**src/rtl/shift_reg_piso_tx.sv**
```systemverilog
// shift_reg_piso_tx: parallel-in / serial-out transmitter.
// Takes a WIDTH-bit word through a valid/ready handshake and shifts it out
// one bit per clock. frame_start marks bit 0 of each word.
//
// Handshake: a word is taken on a falling clk edge when load_valid and
// load_ready are both high. load_ready is a combinational function of state
// only, so the producer may hold load_valid high and wait. parallel_data_in is
// sampled only on that accepted edge.
//
// All state changes on the falling edge of clk. The receiver samples on the
// rising edge, which falls in the middle of each bit.
module shift_reg_piso_tx #(
   parameter int WIDTH     = 4,
   parameter bit MSB_FIRST = 1'b1
) (
   input  logic             clk,
   input  logic             reset,
   input  logic [WIDTH-1:0] parallel_data_in,
   input  logic             load_valid,
   output logic             load_ready,
   output logic             serial_out,
   output logic             serial_valid,
   output logic             frame_start,
   output logic             busy
);

   localparam int            CW   = $clog2(WIDTH);
   localparam logic [CW-1:0] LAST = CW'(WIDTH - 1);

   typedef enum logic {
      IDLE  = 1'b0,
      SHIFT = 1'b1
   } state_t;

   state_t           state, state_nxt;
   logic [WIDTH-1:0] shreg, shreg_nxt;
   logic [CW-1:0]    cnt, cnt_nxt;

   // State register. Reset is asynchronous, so an aborted word is dropped at once.
   always_ff @(negedge clk or negedge reset) begin
      if (!reset) begin
         state <= IDLE;
         shreg <= '0;
         cnt   <= '0;
      end else begin
         state <= state_nxt;
         shreg <= shreg_nxt;
         cnt   <= cnt_nxt;
      end
   end

   // Next state: load, shift, reload on the last bit for gapless streaming,
   // or return to idle.
   always_comb begin
      state_nxt = state;
      shreg_nxt = shreg;
      cnt_nxt   = cnt;
      case (state)
         IDLE: begin
            if (load_valid) begin
               shreg_nxt = parallel_data_in;
               cnt_nxt   = '0;
               state_nxt = SHIFT;
            end
         end
         SHIFT: begin
            if (cnt != LAST) begin
               // Mid-frame: shift toward the output end and ignore load_valid.
               if (MSB_FIRST) begin
                  shreg_nxt = {shreg[WIDTH-2:0], 1'b0};
               end else begin
                  shreg_nxt = {1'b0, shreg[WIDTH-1:1]};
               end
               cnt_nxt = cnt + 1'b1;
            end else if (load_valid) begin
               // The next word follows the last bit without an idle cycle.
               shreg_nxt = parallel_data_in;
               cnt_nxt   = '0;
            end else begin
               state_nxt = IDLE;
               shreg_nxt = '0;
               cnt_nxt   = '0;
            end
         end
         default: begin
            state_nxt = IDLE;
            shreg_nxt = '0;
            cnt_nxt   = '0;
         end
      endcase
   end

   // Outputs decoded from the registered state. serial_out is held at 0 while idle.
   always_comb begin
      busy         = (state == SHIFT);
      serial_valid = (state == SHIFT);
      frame_start  = (state == SHIFT) && (cnt == '0);
      load_ready   = (state == IDLE) || (cnt == LAST);
      serial_out   = 1'b0;
      if (state == SHIFT) begin
         serial_out = MSB_FIRST ? shreg[WIDTH-1] : shreg[0];
      end
   end

endmodule

```
**config.mk**
```make
export PLATFORM = sky130hd
export DESIGN_NAME = shift_reg_piso_tx
export DESIGN_NICKNAME = d
export VERILOG_FILES = /design/src/rtl/shift_reg_piso_tx.sv
export SDC_FILE = /design/constraint.sdc
export NUM_CORES = 1
export LEC_CHECK = 0
export BUFFER_PORTS_ARGS = -buffer_cell sky130_fd_sc_hd__clkbuf_2
export CAP_MARGIN = 20
export CELL_PAD_IN_SITES_DETAIL_PLACEMENT = 0
export CELL_PAD_IN_SITES_GLOBAL_PLACEMENT = 1
export CORE_AREA = 2 2 39 41
export CTS_CLUSTER_DIAMETER = 30
export DETAILED_ROUTE_END_ITERATION = 8
export DIE_AREA = 0 0 41 43
export MAX_ROUTING_LAYER = met4
export PLACE_DENSITY_LB_ADDON = 0.3
export SLEW_MARGIN = 20
export SYNTH_ARGS = -nofsm -noshare
export SYNTH_HDL_FRONTEND = slang
export SYNTH_SLANG_ARGS = --single-unit
```
**constraint.sdc**
```tcl
create_clock -name clk -period 1.5 [get_ports clk]
set_input_delay 0.225 -clock clk [delete_from_list [all_inputs] [get_ports clk]]
set_output_delay 0.225 -clock clk [all_outputs]
set_load 0.05 [all_outputs]
```
## Word level (Yosys, flattened, before mapping)

Cells that the tools add are included.

| word-level totals | value |
|---|---|
| output and inout bits | 5 |
| register bits after elaboration | 7 |

| cells by class | value |
|---|---|
| muxes and demuxes | 11 |
| reduce and logical (&&, ||, !) cells | 3 |
| add/subtract/negate cells | 1 |
| equality and inequality tests | 3 |
| bitwise logic cells | 1 |

Operators with widths:

| kind | number |
|---|---|
| two-way mux 4 bit | 3 |
| case mux 4 bit (2 select lines) | 1 |
| two-way mux 2 bit | 2 |
| inequality test 2 bit, second input constant | 2 |
| case mux 2 bit (2 select lines) | 1 |
| two-way mux 1 bit | 3 |
| adder 2 x 1 -> 2 bit, second input constant | 1 |
| equality test 2 bit, second input constant | 1 |
| zero test 2 bit | 1 |
| case mux 1 bit (2 select lines) | 1 |
| logical AND 1 bit | 1 |
| logical OR 1 bit | 1 |
| inverter 1 bit | 1 |

## Depth between registers and ports, before layout

Gate-level depths: netlist (run 1).

| depth | value |
|---|---|
| word-level depth | 3 |
| depth in mapped cells | 4 |

==> results.sh, run 1 <==
export IMPL_worstPathArrival_ns=1.97
export IMPL_via_count=365
export IMPL_antenna_left=0
export IMPL_firstDrtPassIters=4
export IMPL_report_final_slew_viol_count=0
export IMPL_drtIter0Drc=6
export IMPL_switchingPower_uw=642.3
export IMPL_maxCapViolations=0
export IMPL_final_layout_size_suffix_gt1_share_pct=52.31
export IMPL_fin_worst_skew_ns=0.004829
export IMPL_clkPwrFrac_pct=10.6
export IMPL_synth_cells=39
export IMPL_slew_limit_headroom_pct=84.74
export IMPL_switching_share_pct=39.55
export IMPL_whs_ns=0.4278
export IMPL_outcome="finished, violations left"
export IMPL_dp_slack_ns=-0.4726
export IMPL_clkSinkCount=7
export IMPL_synth_avg_cell_area_sq_um=10.30
export IMPL_hpwlAfterDp_microns=696.3
export IMPL_wl_microns=963
export IMPL_grt_max_degree=8
export IMPL_synth_distinct_cells=15
export IMPL_cp_end_kind="output port"
export IMPL_rsz0062_at_grt="true"
export IMPL_clk_pin_slew_ns=0.04
export IMPL_numCtsBuffers=3
export IMPL_setup_viol=5
export IMPL_antenna_found_initial=0
export IMPL_cts_tree="done"
export IMPL_n_antenna_cell=0
export IMPL_ys_warn_count=0
export IMPL_startpoint_type="flip-flop"
export IMPL_h_tree_depth=1
export IMPL_synthToLayoutAreaGrowth_pct=80.37
export IMPL_hold_class="primary input to asynchronous set/reset pin"
export IMPL_viasPerCell=4.506
export IMPL_ys_ff_latch=7
export IMPL_fin_nets=76
export IMPL_power_internal_uw=981.9
export IMPL_finalHoldViolCount=0
export IMPL_power_density_nw_per_um2=2242
export IMPL_num_rows=14
export IMPL_critical_path_class="flip-flop to output port"
export IMPL_grt_pass1_vias=393
export IMPL_die_x_microns=41
export IMPL_port_buffers=11
export IMPL_violations="negative setup slack"
export IMPL_p_seq_share_pct=19.6
export IMPL_p_leak_nw=0.3574
export IMPL_combPwrFrac_pct=69.7
export IMPL_worst_pin_slew_ns=0.2269
export IMPL_finalWorstSetupSlack_ns=-0.6917
export IMPL_core_area_sq_um=1384
export IMPL_route_detailed_wl_per_inst_microns=11.89
export IMPL_die_h_microns=43
export IMPL_insertion_delay_ns=0.26
export IMPL_seq_area_frac_synth_pct=43.61
export IMPL_syn_num_nets=49
export IMPL_io_pin_count=12
export IMPL_cts_root_buf="clkbuf_4"
export IMPL_gp_congestion=0.6310
export IMPL_route_detailed_drc=0
export IMPL_fin_util_pct=52.35
export IMPL_cts_hold_buf=0
export IMPL_ir_drop_v=0.001225
export IMPL_grt_overflow_total=0
export IMPL_synth_area_sq_um=401.6
export IMPL_grt_pass1_wl_microns=1607
export IMPL_start_util_pct=29.02
export IMPL_fp_dieArea_sq_um=1763
export IMPL_cp_max_fo=2
export IMPL_clockBufferDepth=2
export IMPL_required_ns=1.27
export IMPL_grt_usage_pct=14.49
-- power groups by stage --
stage | clock [mW] | combinational, mW | sequential [mW]
2_1_floorplan | 0 | 0.478 | 0.350
3_3_place_gp | 0 | 0.829 | 0.311
3_5_place_dp | 0 | 0.838 | 0.314
4_1_cts | 0.181 | 1.13 | 0.319
5_1_grt | 0.191 | 1.22 | 0.325
6_report | 0.173 | 1.13 | 0.319
-- final timing paths --
kind                       slack (ns)      from  depth (start not counted)          end
hold / removal                   0.43     reset                          1     shreg[3]
max in group asynchronous        0.87     reset                          1       cnt[1]
min in group clk                 0.54  shreg[2]                          2     shreg[3]
hold reg to reg                  0.54  shreg[2]                          2     shreg[3]
setup reg to reg                 0.21    cnt[0]                          5     shreg[2]
setup / recovery                -0.69    cnt[1]                          4  frame_start
-- worst max-delay path: stages, from the launching register on --
cell and delay [ns]:
dfrtn_1 0.43, inv_2 0.06, ha_4 0.15, and2_4 0.15, clkbuf_16 0.16
-- layout make-up --
class                           count  area (sq um)
Clock buffer                        4         26.28
Fill cell                         131         659.4
Inverter                            5         18.77
Multi-Input combinational cell     24         221.5
Sequential cell                     7         175.2
Tap cell                           16         20.02
Timing Repair Buffer               25         262.8
-- cell families (layout without fill, tap and decap cells) --
kind of cell | count (synthesis) | in the layout | synth area share (%)
buffers and inverters | 8 | 34 | 10.59
and+or+nand+nor | 11 | 11 | 15.26
muxes | 4 | 4 | 9.969
AOI/OAI and AO/OA | 6 | 6 | 11.22
adders and majority gates | 3 | 3 | 9.347
DFF | 7 | 7 | 43.61
-- cell usage in the layout (no fill, tap or decap), types with 3 or more instances in the layout --
cell type / n
clkbuf_4: 3
dfrtn_1: 7
nand2b_1: 3
buf_4: 12
clkbuf_16: 4
mux2i_1: 4
nand3_1: 4
o221ai_1: 3
clkbuf_2: 6
inv_1: 4
-- sequential cells by signal, indices dropped and copies added, names as in the netlist --
name / flops
busy: 1
cnt: 2
shreg: 4
-- metal layers --
| metal | vias to the layer above | routed length [microns] | GRT usage, % |
|---|---|---|---|
| met2 | 12 | 493 | 21.88 |
| met4 | 0 | 0 | 4.000 |
| met3 | 0 | 60 | 7.853 |
| met1 | 167 | 409 | 16.07 |
| met5 | - | 0 | - |
| li1 | 186 | - | - |
-- synth_stat cells --
library cell	count	area share, %
ha_1	3	9.3
and2_1	2	3.1
o22ai_1	1	1.6
o31ai_1	1	1.9
dfrtn_1	7	44
buf_6	1	2.8
nand2b_1	4	6.2
o221ai_1	3	6.5
o21ai_0	1	1.2
buf_4	1	1.9
inv_1	5	4.7
buf_2	1	1.2
mux2i_1	4	10
nand3_1	4	5.0
nand2_1	1	0.93
-- metrics by stage --
stage	power, mW	setup TNS (ns)	instances	area (sq um)
2_1_floorplan	0.8282	-2.509	39	419.2
3_3_place_gp	1.140	-2.916	75	565.5
3_5_place_dp	1.152	-2.966	75	565.5
4_1_cts	1.633	-2.923	81	724.4
5_1_grt	1.732	-3.043	81	724.4
6_report	1.624	-2.853	81	724.4
-- timing repair --
item	CTS	global route
setup buffers	2	0
hold endpoints to repair	0	0
resized for setup	20	0
setup endpoints to repair	5	5
(Power assumes the default switching activity.)
==> run 2, diff against run 1 <==
--- a/config.mk
+++ b/config.mk
@@ -5,6 +5,7 @@
 export SDC_FILE = /design/constraint.sdc
 export NUM_CORES = 1
 export LEC_CHECK = 0
+export ABC_AREA = 1
 export BUFFER_PORTS_ARGS = -buffer_cell sky130_fd_sc_hd__clkbuf_2
 export CAP_MARGIN = 20
 export CELL_PAD_IN_SITES_DETAIL_PLACEMENT = 0
==> run 2 against run 1 <==
Against the previous run:
- the run still ends with negative setup slack left
- global-route usage decreased by 2.8 points
- first-iteration DRC count decreased by 83%
- worst hold slack got worse by 0.0049 ns
- design area decreased by 9.2%
- largest power group unchanged
- via count decreased by 0.82%
- routed wire length decreased by 20%
- die area unchanged
- highest routed layer unchanged
- final cell count increased by 6.2%
- combinational power decreased by 9%
==> results.sh, run 2 <==
export IMPL_layout_common_cells="nand2_1 (16), inv_1 (7), nand3_1 (7), dfrtn_1 (7), clkbuf_2 (6)"
export IMPL_met1_usage_pct=10.86
export IMPL_clk_pin_slew_ns=0.04
export IMPL_fill_cells=134
export IMPL_h_tree_depth=1
export IMPL_cts_root_buf="clkbuf_4"
export IMPL_grt_met2_usage_pct=18.44
export IMPL_synth_compound_area_share_pct=1.258
export IMPL_synth_edf_count=0
export IMPL_power_density_nw_per_um2=2327
export IMPL_ff_latch_area_sq_um=175.2
export IMPL_ys_top_cells_by_count="nand2_1 (19), inv_1 (10), dfrtn_1 (7), nand3_1 (7), ha_1 (3)"
export IMPL_synth_avg_cell_area_sq_um=7.802
export IMPL_final_layout_size_suffix_gt1_share_pct=42.86
export IMPL_fp_dieArea_sq_um=1763
export IMPL_worst_pin_slew_ns=0.1813
export IMPL_drtIter0Drc=1
export IMPL_required_ns=1.27
export IMPL_worstPathArrival_ns=1.99
export IMPL_synth_area_leaders="dfrtn_1 (44%), nand2_1 (18%), ha_1 (9.4%)"
export IMPL_core_area_sq_um=1384
export IMPL_crit_family="flip-flops"
export IMPL_slew_limit_headroom_pct=87.91
export IMPL_seq_area_frac_synth_pct=44.03
export IMPL_synth_most_common_cell="nand2_1"
export IMPL_startpoint_type="flip-flop"
export IMPL_syn_num_nets=61
export IMPL_numCtsBuffers=3
export IMPL_critical_path_class="flip-flop to output port"
export IMPL_io_pin_count=12
export IMPL_crit_slowest_cell="dfrtn_1"
export IMPL_via_count=362
export IMPL_ir_drop_v=0.0008814
export IMPL_multi_input_area_sq_um=188.9
export IMPL_cp_max_fo=3
export IMPL_wl_microns=769
export IMPL_route_detailed_wl_per_inst_microns=8.942
export IMPL_num_rows=14
export IMPL_route_detailed_drc=0
export IMPL_synth_distinct_cells=10
export IMPL_path_buf_inv=3
export IMPL_synth_top_family_by_area="simple AND/OR/NAND/NOR gates"
export IMPL_ys_warn_count=0
export IMPL_worstPathCellList="inv_1, ha_2, nand2_4, clkinvlp_4, clkbuf_16"
export IMPL_synth_area_sq_um=397.9
export IMPL_port_buffers=11
export IMPL_antenna_left=0
export IMPL_fin_worst_skew_ns=0.009099
export IMPL_grt_pass1_wl_microns=1297
export IMPL_synth_top_cell_area_share_pct=44.03
export IMPL_grt_pass1_vias=344
export IMPL_start_util_pct=28.75
export IMPL_setup_viol=5
export IMPL_yosys_area_top_type="dfrtn_1"
export IMPL_grt_usage_pct=11.71
export IMPL_ys_ff_latch=7
export IMPL_muxShareOfSynthArea_pct=0
export IMPL_fin_nets=81
export IMPL_viasPerCell=4.209
export IMPL_rsz0062_at_grt="true"
export IMPL_maxCapViolations=0
export IMPL_finalWorstSetupSlack_ns=-0.7147
export IMPL_synthToLayoutAreaGrowth_pct=65.41
export IMPL_outcome="finished, violations left"
export IMPL_dp_slack_ns=-0.5343
export IMPL_gp_congestion=0.6846
export IMPL_firstDrtPassIters=2
export IMPL_antenna_found_initial=0
export IMPL_fin_cells=86
export IMPL_synth_cells=51
export IMPL_cts_tree="done"
export IMPL_insertion_delay_ns=0.27
export IMPL_cp_slowest_stage_delay_ns=0.43
export IMPL_finalHoldViolCount=0
export IMPL_synth_async_reset_ratio_pct=100.0
export IMPL_cp_end_kind="output port"
export IMPL_largest_reg_flops=4
export IMPL_met3_usage_pct=7.853
export IMPL_synthXorXnorAreaFrac_pct=0
export IMPL_final_common_cell="nand2_1"
export IMPL_report_final_slew_viol_count=0
export IMPL_grt_overflow_total=0
export IMPL_p_leak_nw=0.3538
export IMPL_synth_top_flop_cell="dfrtn_1"
export IMPL_cts_hold_buf=0
export IMPL_clkSinkCount=7
export IMPL_largest_register="shreg"
export IMPL_die_x_microns=41
export IMPL_hpwlAfterDp_microns=579.7
export IMPL_placed_cells=80
export IMPL_synthAdderAreaFrac_pct=9.434
export IMPL_synthSimpleGateAreaFrac_pct=31.13
export IMPL_hold_class="primary input to asynchronous set/reset pin"
export IMPL_violations="negative setup slack"
export IMPL_die_h_microns=43
export IMPL_busiest_layer="met2"
export IMPL_clockBufferDepth=2
export IMPL_grt_max_degree=8
export IMPL_n_antenna_cell=0
run 2: changes by cell type after synthesis, sizes merged, moves of 2 or more:
cell / change
nand2b: -4
and2: -2
inv: +5
nand3: +3
nand2: +19
mux2i: -4
o221ai: -3
run 2: repair_timing:
item | in CTS | in global routing
endpoints found under the setup margin | 5 | 5
buffers inserted | 1 | 1
resized for setup | 15 | 3
hold endpoints to repair | 0 | 0
pin swaps | 2 | 1
run 2: report_power, final:
part           switching [mW]  leakage (nW)  internal [mW]
logic                   0.531         0.252          0.501
clock network          0.0708        0.0150          0.102
registers              0.0563        0.0871          0.272
run 2: stage by stage:
step	instance area (sq um)	utilization, %	hold WS, ns	setup TNS [ns]	power (mW)
3_3_place_gp	509.2	36.80	0.4307	-2.151	1.050
4_1_cts	646.9	46.75	0.4310	-2.874	1.503
2_1_floorplan	422.9	-	0.4103	-2.503	0.8833
3_5_place_dp	509.2	36.80	0.4310	-2.192	1.057
5_1_grt	658.1	47.56	0.4293	-3.011	1.636
6_report	658.1	47.56	0.4228	-2.829	1.532
run 2: per-layer routing:
layer | share of wire (%) | up-vias
met5 | 0 | -
met4 | 0 | 0
met3 | 6.1 | 0
met2 | 55 | 8
met1 | 39 | 164
li1 | - | 190
run 2: cell type report:
| cell class | instances | share of cell area (%) |
|---|---|---|
| Timing Repair Buffer | 17 | 30.80 |
| Clock buffer | 4 | 3.992 |
| Multi-Input combinational cell | 32 | 28.71 |
| Tap cell | 16 | 3.042 |
| Inverter | 10 | 6.844 |
| Sequential cell | 7 | 26.62 |
run 2: path summary, 6_finish.rpt:
check | startpoint | endpoint | slack, ns | depth (start not counted)
setup / recovery | cnt[1] | frame_start | -0.71 | 5
hold / removal | reset | shreg[3] | 0.42 | 1
setup reg to reg | cnt[0] | shreg[1] | 0.31 | 6
hold reg to reg | shreg[0] | shreg[0] | 0.43 | 2
max in group asynchronous | reset | cnt[0] | 0.87 | 1
min in group clk | shreg[0] | shreg[0] | 0.43 | 2
run 2: cells by family after synthesis:
logic type      count (synthesis)
compound gates                  1
fa+ha+maj                       3
buf+inv                        12
flops                           7
simple gates                   28
